## src/rtl/operand_issue_buffer_if.sv

```systemverilog
// operand_issue_buffer_if
//  Handshake and payload bundle between decode/register-read (master) and the
//  operand issue buffer (slave).
//  Upstream side : InputValid/InputReady plus the raw instruction fields and operands.
//  Downstream side: OutputValid/OutputReady plus the head entry's controls, formed
//                   immediate and operands.
interface operand_issue_buffer_if #(
    parameter int DATABITWIDTH    = 16,
    parameter int REGADDRBITWIDTH = 4,
    parameter int OPCODEBITWIDTH  = 4
);
    logic                          InputValid;
    logic                          InputReady;
    logic [DATABITWIDTH/2-1:0]     ImmFieldIn;
    logic                          ImmediateEnIn;
    logic                          UpperImmediateEnIn;
    logic                          SignExtendEnIn;
    logic [OPCODEBITWIDTH-1:0]     OpcodeIn;
    logic [REGADDRBITWIDTH-1:0]    DestRegIn;
    logic [DATABITWIDTH-1:0]       ADataIn;
    logic [DATABITWIDTH-1:0]       BDataIn;

    logic                          OutputValid;
    logic                          OutputReady;
    logic                          ImmediateEn;
    logic                          UpperImmediateEn;
    logic [DATABITWIDTH-1:0]       ImmediateOut;
    logic [OPCODEBITWIDTH-1:0]     OpcodeOut;
    logic [REGADDRBITWIDTH-1:0]    DestRegOut;
    logic [DATABITWIDTH-1:0]       ADataOut;
    logic [DATABITWIDTH-1:0]       BDataOut;

    modport master (
        output InputValid, ImmFieldIn, ImmediateEnIn, UpperImmediateEnIn, SignExtendEnIn,
               OpcodeIn, DestRegIn, ADataIn, BDataIn, OutputReady,
        input  InputReady, OutputValid, ImmediateEn, UpperImmediateEn, ImmediateOut,
               OpcodeOut, DestRegOut, ADataOut, BDataOut
    );

    modport slave (
        input  InputValid, ImmFieldIn, ImmediateEnIn, UpperImmediateEnIn, SignExtendEnIn,
               OpcodeIn, DestRegIn, ADataIn, BDataIn, OutputReady,
        output InputReady, OutputValid, ImmediateEn, UpperImmediateEn, ImmediateOut,
               OpcodeOut, DestRegOut, ADataOut, BDataOut
    );
endinterface

```

## src/rtl/operand_issue_buffer.sv

```systemverilog
// operand_issue_buffer
//  Two-entry skid-buffered stage between decode/register-read and the execute-side
//  B-operand immediate mux. Forms the full-width immediate from the half-width
//  instruction field and registers it together with the decoded controls and A/B
//  operands. Full throughput when downstream is not stalling.
// Ports
//  clk     : rising-edge clock
//  clear   : synchronous active-high reset (also zeroes all payload outputs)
//  FlushEn : drop every buffered entry and any entry offered this cycle
//  bus     : slave side of operand_issue_buffer_if (input handshake + fields,
//            output handshake + head entry)
module operand_issue_buffer #(
    parameter int DATABITWIDTH    = 16,
    parameter int REGADDRBITWIDTH = 4,
    parameter int OPCODEBITWIDTH  = 4
) (
    input  logic                  clk,
    input  logic                  clear,
    input  logic                  FlushEn,
    operand_issue_buffer_if.slave bus
);
    localparam int IMMBITWIDTH = DATABITWIDTH / 2;

    localparam logic [1:0] STATEEMPTY = 2'd0;
    localparam logic [1:0] STATEONE   = 2'd1;
    localparam logic [1:0] STATEFULL  = 2'd2;

    typedef struct packed {
        logic                       immediateEn;
        logic                       upperImmediateEn;
        logic [DATABITWIDTH-1:0]    immediate;
        logic [OPCODEBITWIDTH-1:0]  opcode;
        logic [REGADDRBITWIDTH-1:0] destReg;
        logic [DATABITWIDTH-1:0]    aData;
        logic [DATABITWIDTH-1:0]    bData;
    } entry_t;

    // Upper placement wins over sign extension; otherwise zero-extend.
    function automatic logic signed [DATABITWIDTH-1:0] formImmediate(
        input logic [IMMBITWIDTH-1:0] field,
        input logic                   upper,
        input logic                   signExtend
    );
        logic signed [IMMBITWIDTH-1:0] signedField;
        signedField = field;
        if (upper)
            return {field, {IMMBITWIDTH{1'b0}}};
        else if (signExtend)
            return {{(DATABITWIDTH-IMMBITWIDTH){signedField[IMMBITWIDTH-1]}}, signedField};
        else
            return {{(DATABITWIDTH-IMMBITWIDTH){1'b0}}, field};
    endfunction

    logic [1:0] state;
    logic [1:0] nextState;
    entry_t     entry_p0;
    entry_t     headEntry_p1;
    entry_t     skidEntry_p1;
    logic       inputReady;
    logic       outputValid;
    logic       inXfer;
    logic       outXfer;
    logic       loadHead;
    logic       headFromSkid;
    logic       loadSkid;

    // Stage p0: immediate formation on the incoming fields
    always_comb begin
        entry_p0.immediateEn      = bus.ImmediateEnIn;
        entry_p0.upperImmediateEn = bus.UpperImmediateEnIn;
        entry_p0.immediate        = formImmediate(bus.ImmFieldIn, bus.UpperImmediateEnIn,
                                                  bus.SignExtendEnIn);
        entry_p0.opcode           = bus.OpcodeIn;
        entry_p0.destReg          = bus.DestRegIn;
        entry_p0.aData            = bus.ADataIn;
        entry_p0.bData            = bus.BDataIn;
    end

    // Ready depends only on stored state (and clear), never on OutputReady.
    assign inputReady  = (state != STATEFULL) && !clear;
    assign outputValid = (state != STATEEMPTY);
    assign inXfer      = bus.InputValid && inputReady;
    assign outXfer     = outputValid && bus.OutputReady;

    always_comb begin
        nextState    = state;
        loadHead     = 1'b0;
        headFromSkid = 1'b0;
        loadSkid     = 1'b0;
        case (state)
            STATEEMPTY: begin
                if (inXfer) begin
                    nextState = STATEONE;
                    loadHead  = 1'b1;
                end
            end
            STATEONE: begin
                if (inXfer && outXfer) begin
                    loadHead = 1'b1;
                end else if (inXfer) begin
                    nextState = STATEFULL;
                    loadSkid  = 1'b1;
                end else if (outXfer) begin
                    nextState = STATEEMPTY;
                end
            end
            STATEFULL: begin
                if (outXfer) begin
                    nextState    = STATEONE;
                    loadHead     = 1'b1;
                    headFromSkid = 1'b1;
                end
            end
            default: nextState = STATEEMPTY;
        endcase
    end

    always_ff @(posedge clk) begin
        if (clear)
            state <= STATEEMPTY;
        else if (FlushEn)
            state <= STATEEMPTY;
        else
            state <= nextState;
    end

    // Stage p1: head/skid storage. Cleared so payload never shows X after clear;
    // a flush only retires entries and leaves the data untouched.
    always_ff @(posedge clk) begin
        if (clear) begin
            headEntry_p1 <= '0;
            skidEntry_p1 <= '0;
        end else if (!FlushEn) begin
            if (loadHead)
                headEntry_p1 <= headFromSkid ? skidEntry_p1 : entry_p0;
            if (loadSkid)
                skidEntry_p1 <= entry_p0;
        end
    end

    assign bus.InputReady       = inputReady;
    assign bus.OutputValid      = outputValid;
    assign bus.ImmediateEn      = headEntry_p1.immediateEn;
    assign bus.UpperImmediateEn = headEntry_p1.upperImmediateEn;
    assign bus.ImmediateOut     = headEntry_p1.immediate;
    assign bus.OpcodeOut        = headEntry_p1.opcode;
    assign bus.DestRegOut       = headEntry_p1.destReg;
    assign bus.ADataOut         = headEntry_p1.aData;
    assign bus.BDataOut         = headEntry_p1.bData;
endmodule

```

## src/flat_wrapper.sv

```systemverilog
// flat-port wrapper written by rule: the top's interface ports become plain ports
module operand_issue_buffer_flat 
#(
    parameter int DATABITWIDTH    = 16,
    parameter int REGADDRBITWIDTH = 4,
    parameter int OPCODEBITWIDTH  = 4
)
  (clk, clear, FlushEn, bus_InputValid, bus_ImmFieldIn, bus_ImmediateEnIn, bus_UpperImmediateEnIn, bus_SignExtendEnIn, bus_OpcodeIn, bus_DestRegIn, bus_ADataIn, bus_BDataIn, bus_OutputReady, bus_InputReady, bus_OutputValid, bus_ImmediateEn, bus_UpperImmediateEn, bus_ImmediateOut, bus_OpcodeOut, bus_DestRegOut, bus_ADataOut, bus_BDataOut);
  operand_issue_buffer_if #(.DATABITWIDTH(DATABITWIDTH), .REGADDRBITWIDTH(REGADDRBITWIDTH), .OPCODEBITWIDTH(OPCODEBITWIDTH)) bus_i ();
  input  logic clk;
  input  logic clear;
  input  logic FlushEn;
  input wire logic [$bits(bus_i.InputValid)-1:0] bus_InputValid;
  input wire logic [$bits(bus_i.ImmFieldIn)-1:0] bus_ImmFieldIn;
  input wire logic [$bits(bus_i.ImmediateEnIn)-1:0] bus_ImmediateEnIn;
  input wire logic [$bits(bus_i.UpperImmediateEnIn)-1:0] bus_UpperImmediateEnIn;
  input wire logic [$bits(bus_i.SignExtendEnIn)-1:0] bus_SignExtendEnIn;
  input wire logic [$bits(bus_i.OpcodeIn)-1:0] bus_OpcodeIn;
  input wire logic [$bits(bus_i.DestRegIn)-1:0] bus_DestRegIn;
  input wire logic [$bits(bus_i.ADataIn)-1:0] bus_ADataIn;
  input wire logic [$bits(bus_i.BDataIn)-1:0] bus_BDataIn;
  input wire logic [$bits(bus_i.OutputReady)-1:0] bus_OutputReady;
  output wire logic [$bits(bus_i.InputReady)-1:0] bus_InputReady;
  output wire logic [$bits(bus_i.OutputValid)-1:0] bus_OutputValid;
  output wire logic [$bits(bus_i.ImmediateEn)-1:0] bus_ImmediateEn;
  output wire logic [$bits(bus_i.UpperImmediateEn)-1:0] bus_UpperImmediateEn;
  output wire logic [$bits(bus_i.ImmediateOut)-1:0] bus_ImmediateOut;
  output wire logic [$bits(bus_i.OpcodeOut)-1:0] bus_OpcodeOut;
  output wire logic [$bits(bus_i.DestRegOut)-1:0] bus_DestRegOut;
  output wire logic [$bits(bus_i.ADataOut)-1:0] bus_ADataOut;
  output wire logic [$bits(bus_i.BDataOut)-1:0] bus_BDataOut;
  assign bus_i.InputValid = bus_InputValid;
  assign bus_i.ImmFieldIn = bus_ImmFieldIn;
  assign bus_i.ImmediateEnIn = bus_ImmediateEnIn;
  assign bus_i.UpperImmediateEnIn = bus_UpperImmediateEnIn;
  assign bus_i.SignExtendEnIn = bus_SignExtendEnIn;
  assign bus_i.OpcodeIn = bus_OpcodeIn;
  assign bus_i.DestRegIn = bus_DestRegIn;
  assign bus_i.ADataIn = bus_ADataIn;
  assign bus_i.BDataIn = bus_BDataIn;
  assign bus_i.OutputReady = bus_OutputReady;
  assign bus_InputReady = bus_i.InputReady;
  assign bus_OutputValid = bus_i.OutputValid;
  assign bus_ImmediateEn = bus_i.ImmediateEn;
  assign bus_UpperImmediateEn = bus_i.UpperImmediateEn;
  assign bus_ImmediateOut = bus_i.ImmediateOut;
  assign bus_OpcodeOut = bus_i.OpcodeOut;
  assign bus_DestRegOut = bus_i.DestRegOut;
  assign bus_ADataOut = bus_i.ADataOut;
  assign bus_BDataOut = bus_i.BDataOut;
  operand_issue_buffer #(.DATABITWIDTH(DATABITWIDTH), .REGADDRBITWIDTH(REGADDRBITWIDTH), .OPCODEBITWIDTH(OPCODEBITWIDTH)) u_core (.clk(clk), .clear(clear), .FlushEn(FlushEn), .bus(bus_i));
endmodule
```

## config.mk

```make
export PLATFORM = sky130hd
export DESIGN_NAME = operand_issue_buffer_flat
export DESIGN_NICKNAME = d
export VERILOG_FILES = /design/src/rtl/operand_issue_buffer_if.sv /design/src/rtl/operand_issue_buffer.sv /design/src/flat_wrapper.sv
export SDC_FILE = /design/constraint.sdc
export NUM_CORES = 1
export LEC_CHECK = 0
export ABC_AREA = 1
export CAP_MARGIN = 20
export CELL_PAD_IN_SITES_DETAIL_PLACEMENT = 1
export CELL_PAD_IN_SITES_GLOBAL_PLACEMENT = 2
export CORE_UTILIZATION = 35
export CTS_CLUSTER_DIAMETER = 80
export DETAILED_ROUTE_END_ITERATION = 16
export DONT_BUFFER_PORTS = 1
export PLACE_DENSITY_LB_ADDON = 0.1
export SETUP_SLACK_MARGIN = 0.5
export SYNTH_ARGS = -nofsm -noshare
export SYNTH_HDL_FRONTEND = slang
export SYNTH_SLANG_ARGS = --single-unit
```

## constraint.sdc

```tcl
create_clock -name clk -period 1.93 [get_ports clk]
set_input_delay 0.193 -clock clk [delete_from_list [all_inputs] [get_ports clk]]
set_output_delay 0.193 -clock clk [all_outputs]
set_load 0.01 [all_outputs]
```

==> flow_summary.toml <==
[status]
status = "completed"

[sta]
tightest_slew_ns = 0.561
finalSetupTns_ns = 0
max-slew-margin-rel_pct = 62.6
rsz0062_at_grt = "true"
min_period_ns = 1.51
setup_viol = 0
fmax_mhz = 664
timing.final.max_slew_violations = 0
finalCritPeriodShare_pct = 78.0
hold_viol_final = 0
worst_clock_skew_ns = 0.00822

[placed_design]
place_area_sq_um = 5910
dpl.hpwl_um = 9690
placed_cells = 1099
place_congestion = 0.699
port_buffers = 0

[die]
core-area_sq_um = 16100
dieWidth_um = 131
initial_core_util_pct = 36.3
die_y_um = 131
die-area_sq_um = 17200
rows = 46
io_pins = 116

[routing]
drc_errors = 0
drt_pass1_iterations = 4
vias_per_cell = 4.82
drtAntennaViolNets = 0
via_count = 5552
drt-total-wl_um = 18600
drtIter0Drc = 287
wl_per_cell_um = 16.1

[synth]
syn-num-nets = 991
seq_area_frac_synth_pct = 40.5
synthCells = 935
avgSynthCellArea_sq_um = 6.23
ys_types = 18
yosysWarnings = 0
syn_area_sq_um = 5830
synth_seq_cells = 118

[setup_path]
path_cells = "inv_4 -> nor2_4 -> nand2_2 -> nor2_4 -> buf_12 -> clkbuf_16 -> nand3b_1 -> nand2_1 -> nor2_1"
cp.required_ns = 2.23
cp-end-kind = "flop"
cp_top_family = "simple AND/OR/NAND/NOR gates"
cp_num_buf_inv = 3
critPathMaxStageDelay_ns = 0.35
critPathMaxFanout = 6
r2r-start = "u_core.state[0]"
arrival_ns = 1.81
cpMostUsedCell = "nor2_4"
critPathLaunch = "u_core.state[0]"
critPathLaunchType = "flop"
crit_type = "flop to flop"
cp_slowest_cell = "dfxtp_2"

[power]
p_per_area_nw_per_um2 = 840
p_switching_w = 0.00150
power_frac_seq_pct = 43.2
p_sw_share_pct = 24.9
power_w = 0.00600
intPower_w = 0.00450
p_leak_nw = 3.43
ir_drop_mv = 0.532
pwr-share-comb_pct = 8.2
p_clk_share_pct = 48.6

[layout]
antenna_cells = 0
layoutNonFillerInstCount = 1153
syn2layout_area_growth_pct = 22.5
drive_gt1_share_pct = 10.7
final_cell_mix = "nand2_1 (319), nor2_1 (181), dfxtp_1 (116)"
final_net_count = 983
final_common_cell = "nand2_1"
final_util_pct = 44.4
stdcell_area_sq_um = 7140

[min_path]
hold_start = "bus_DestRegIn[0]"
hp-class = "input pin to flop"

[clock_tree]
tritoncts = "done"
cts_root_buffer = "clkbuf_16"
cts.clk_slew.worst_paths_ns = 0.05
cts_buffers = 17
clock_latency_ns = 0.41
cts_sinks = 118
htreeDepth = 4
cts_buffer_depth = 2

[grt]
grt_use_total_pct = 21.2
grt_pass1_wl_um = 27900
grt_pass1_vias = 5464
antenna_found_initial = 0
grt_max_degree = 118
gr-total-overflow = 0

[run]
drv_cap = 0
power groups by stage:
stage | logic, W | registers [W] | clock network [W]
after CTS | 0.000479 | 0.00259 | 0.00297
final | 0.000492 | 0.00259 | 0.00291
after detailed placement | 0.000431 | 0.00264 | 0
after global routing | 0.000564 | 0.00260 | 0.00309
after global placement | 0.000416 | 0.00264 | 0
after floorplan | 0.000348 | 0.00263 | 0
worst min-delay path, stage by stage:
cell and delay, ns:
nand3b_1 0.08, nand2_1 0.05, nor2_1 0.07
cells by family after synthesis:
group           count (synthesis)  synth area share [%]
simple gates                  573                  39.9
buf+inv                       159                  12.2
flops                         118                  40.5
compound gates                 85                  7.30
what timing repair did:
action,CTS,global route
gates resized for setup,23,37
hold buffers,2,0
hold endpoints to repair,2,0
gates cloned,5,10
pin swaps,3,12
endpoints found under the setup margin,113,115
buffers inserted,1,7
flip-flops by register name (all words and copies together) (netlist names):
name and count:
u_core.bus.OpcodeOut 4, u_core.bus.ImmediateEn 1, u_core.bus.UpperImmediateEn 1, u_core.skidEntry_p1 58
u_core.bus.ImmediateOut 16, u_core.state 2, u_core.bus.ADataOut 16, u_core.bus.BDataOut 16
u_core.bus.DestRegOut 4
final timing paths:
path                              to  slack (ns)  cells after the start
max          u_core.skidEntry_p1[35]        0.42                      9
min          u_core.skidEntry_p1[32]        0.01                      3
max reg2reg  u_core.skidEntry_p1[35]        0.42                      9
min reg2reg   u_core.skidEntry_p1[1]        0.48                      2
per-stage QoR:
step                      hold slack, ns  worst slack (ns)
after floorplan                    0.397             0.648
after global placement             0.411             0.374
after detailed placement           0.428             0.358
after CTS                       0.000262             0.431
after global routing              0.0172             0.352
final                             0.0133             0.425
per-layer routing:
layer	vias up	GRT usage (%)	part of all wire (%)
met5	-	0	0
li1	2813	-	-
met4	0	7.51	1.1
met1	2624	26.0	46
met3	14	5.29	5.0
met2	101	35.9	48
Yosys cell counts:
| cell type | instances | area (sq um) |
|---|---|---|
| buf_6 | 7 | 78.8 |
| clkbuf_1 | 16 | 60.1 |
| nand3b_1 | 32 | 240 |
| nand3_2 | 1 | 10.0 |
| o21ai_0 | 27 | 135 |
| inv_2 | 4 | 15.0 |
| nand2_2 | 3 | 18.8 |
| nand2_1 | 322 | 1210 |
| buf_1 | 10 | 37.5 |
| inv_1 | 93 | 349 |
| a21oi_1 | 58 | 290 |
| buf_4 | 11 | 82.6 |
| nand3_1 | 25 | 125 |
| nor2_4 | 1 | 11.3 |
| nor2_1 | 188 | 706 |
| buf_2 | 18 | 90.1 |
| nor2_2 | 1 | 6.26 |
| dfxtp_1 | 118 | 2360 |
cell type report:
| class | instances | area [sq um] |
|---|---|---|
| well taps | 216 | 270 |
| inverters | 97 | 369 |
| clock inverters | 4 | 20.0 |
| clock buffers | 25 | 515 |
| fillers | 2061 | 8920 |
| flip-flops and latches | 118 | 2360 |
| multi-input cells | 658 | 2910 |
| repair buffers | 35 | 688 |
No activity file was read; power rests on OpenSTA's default activity.
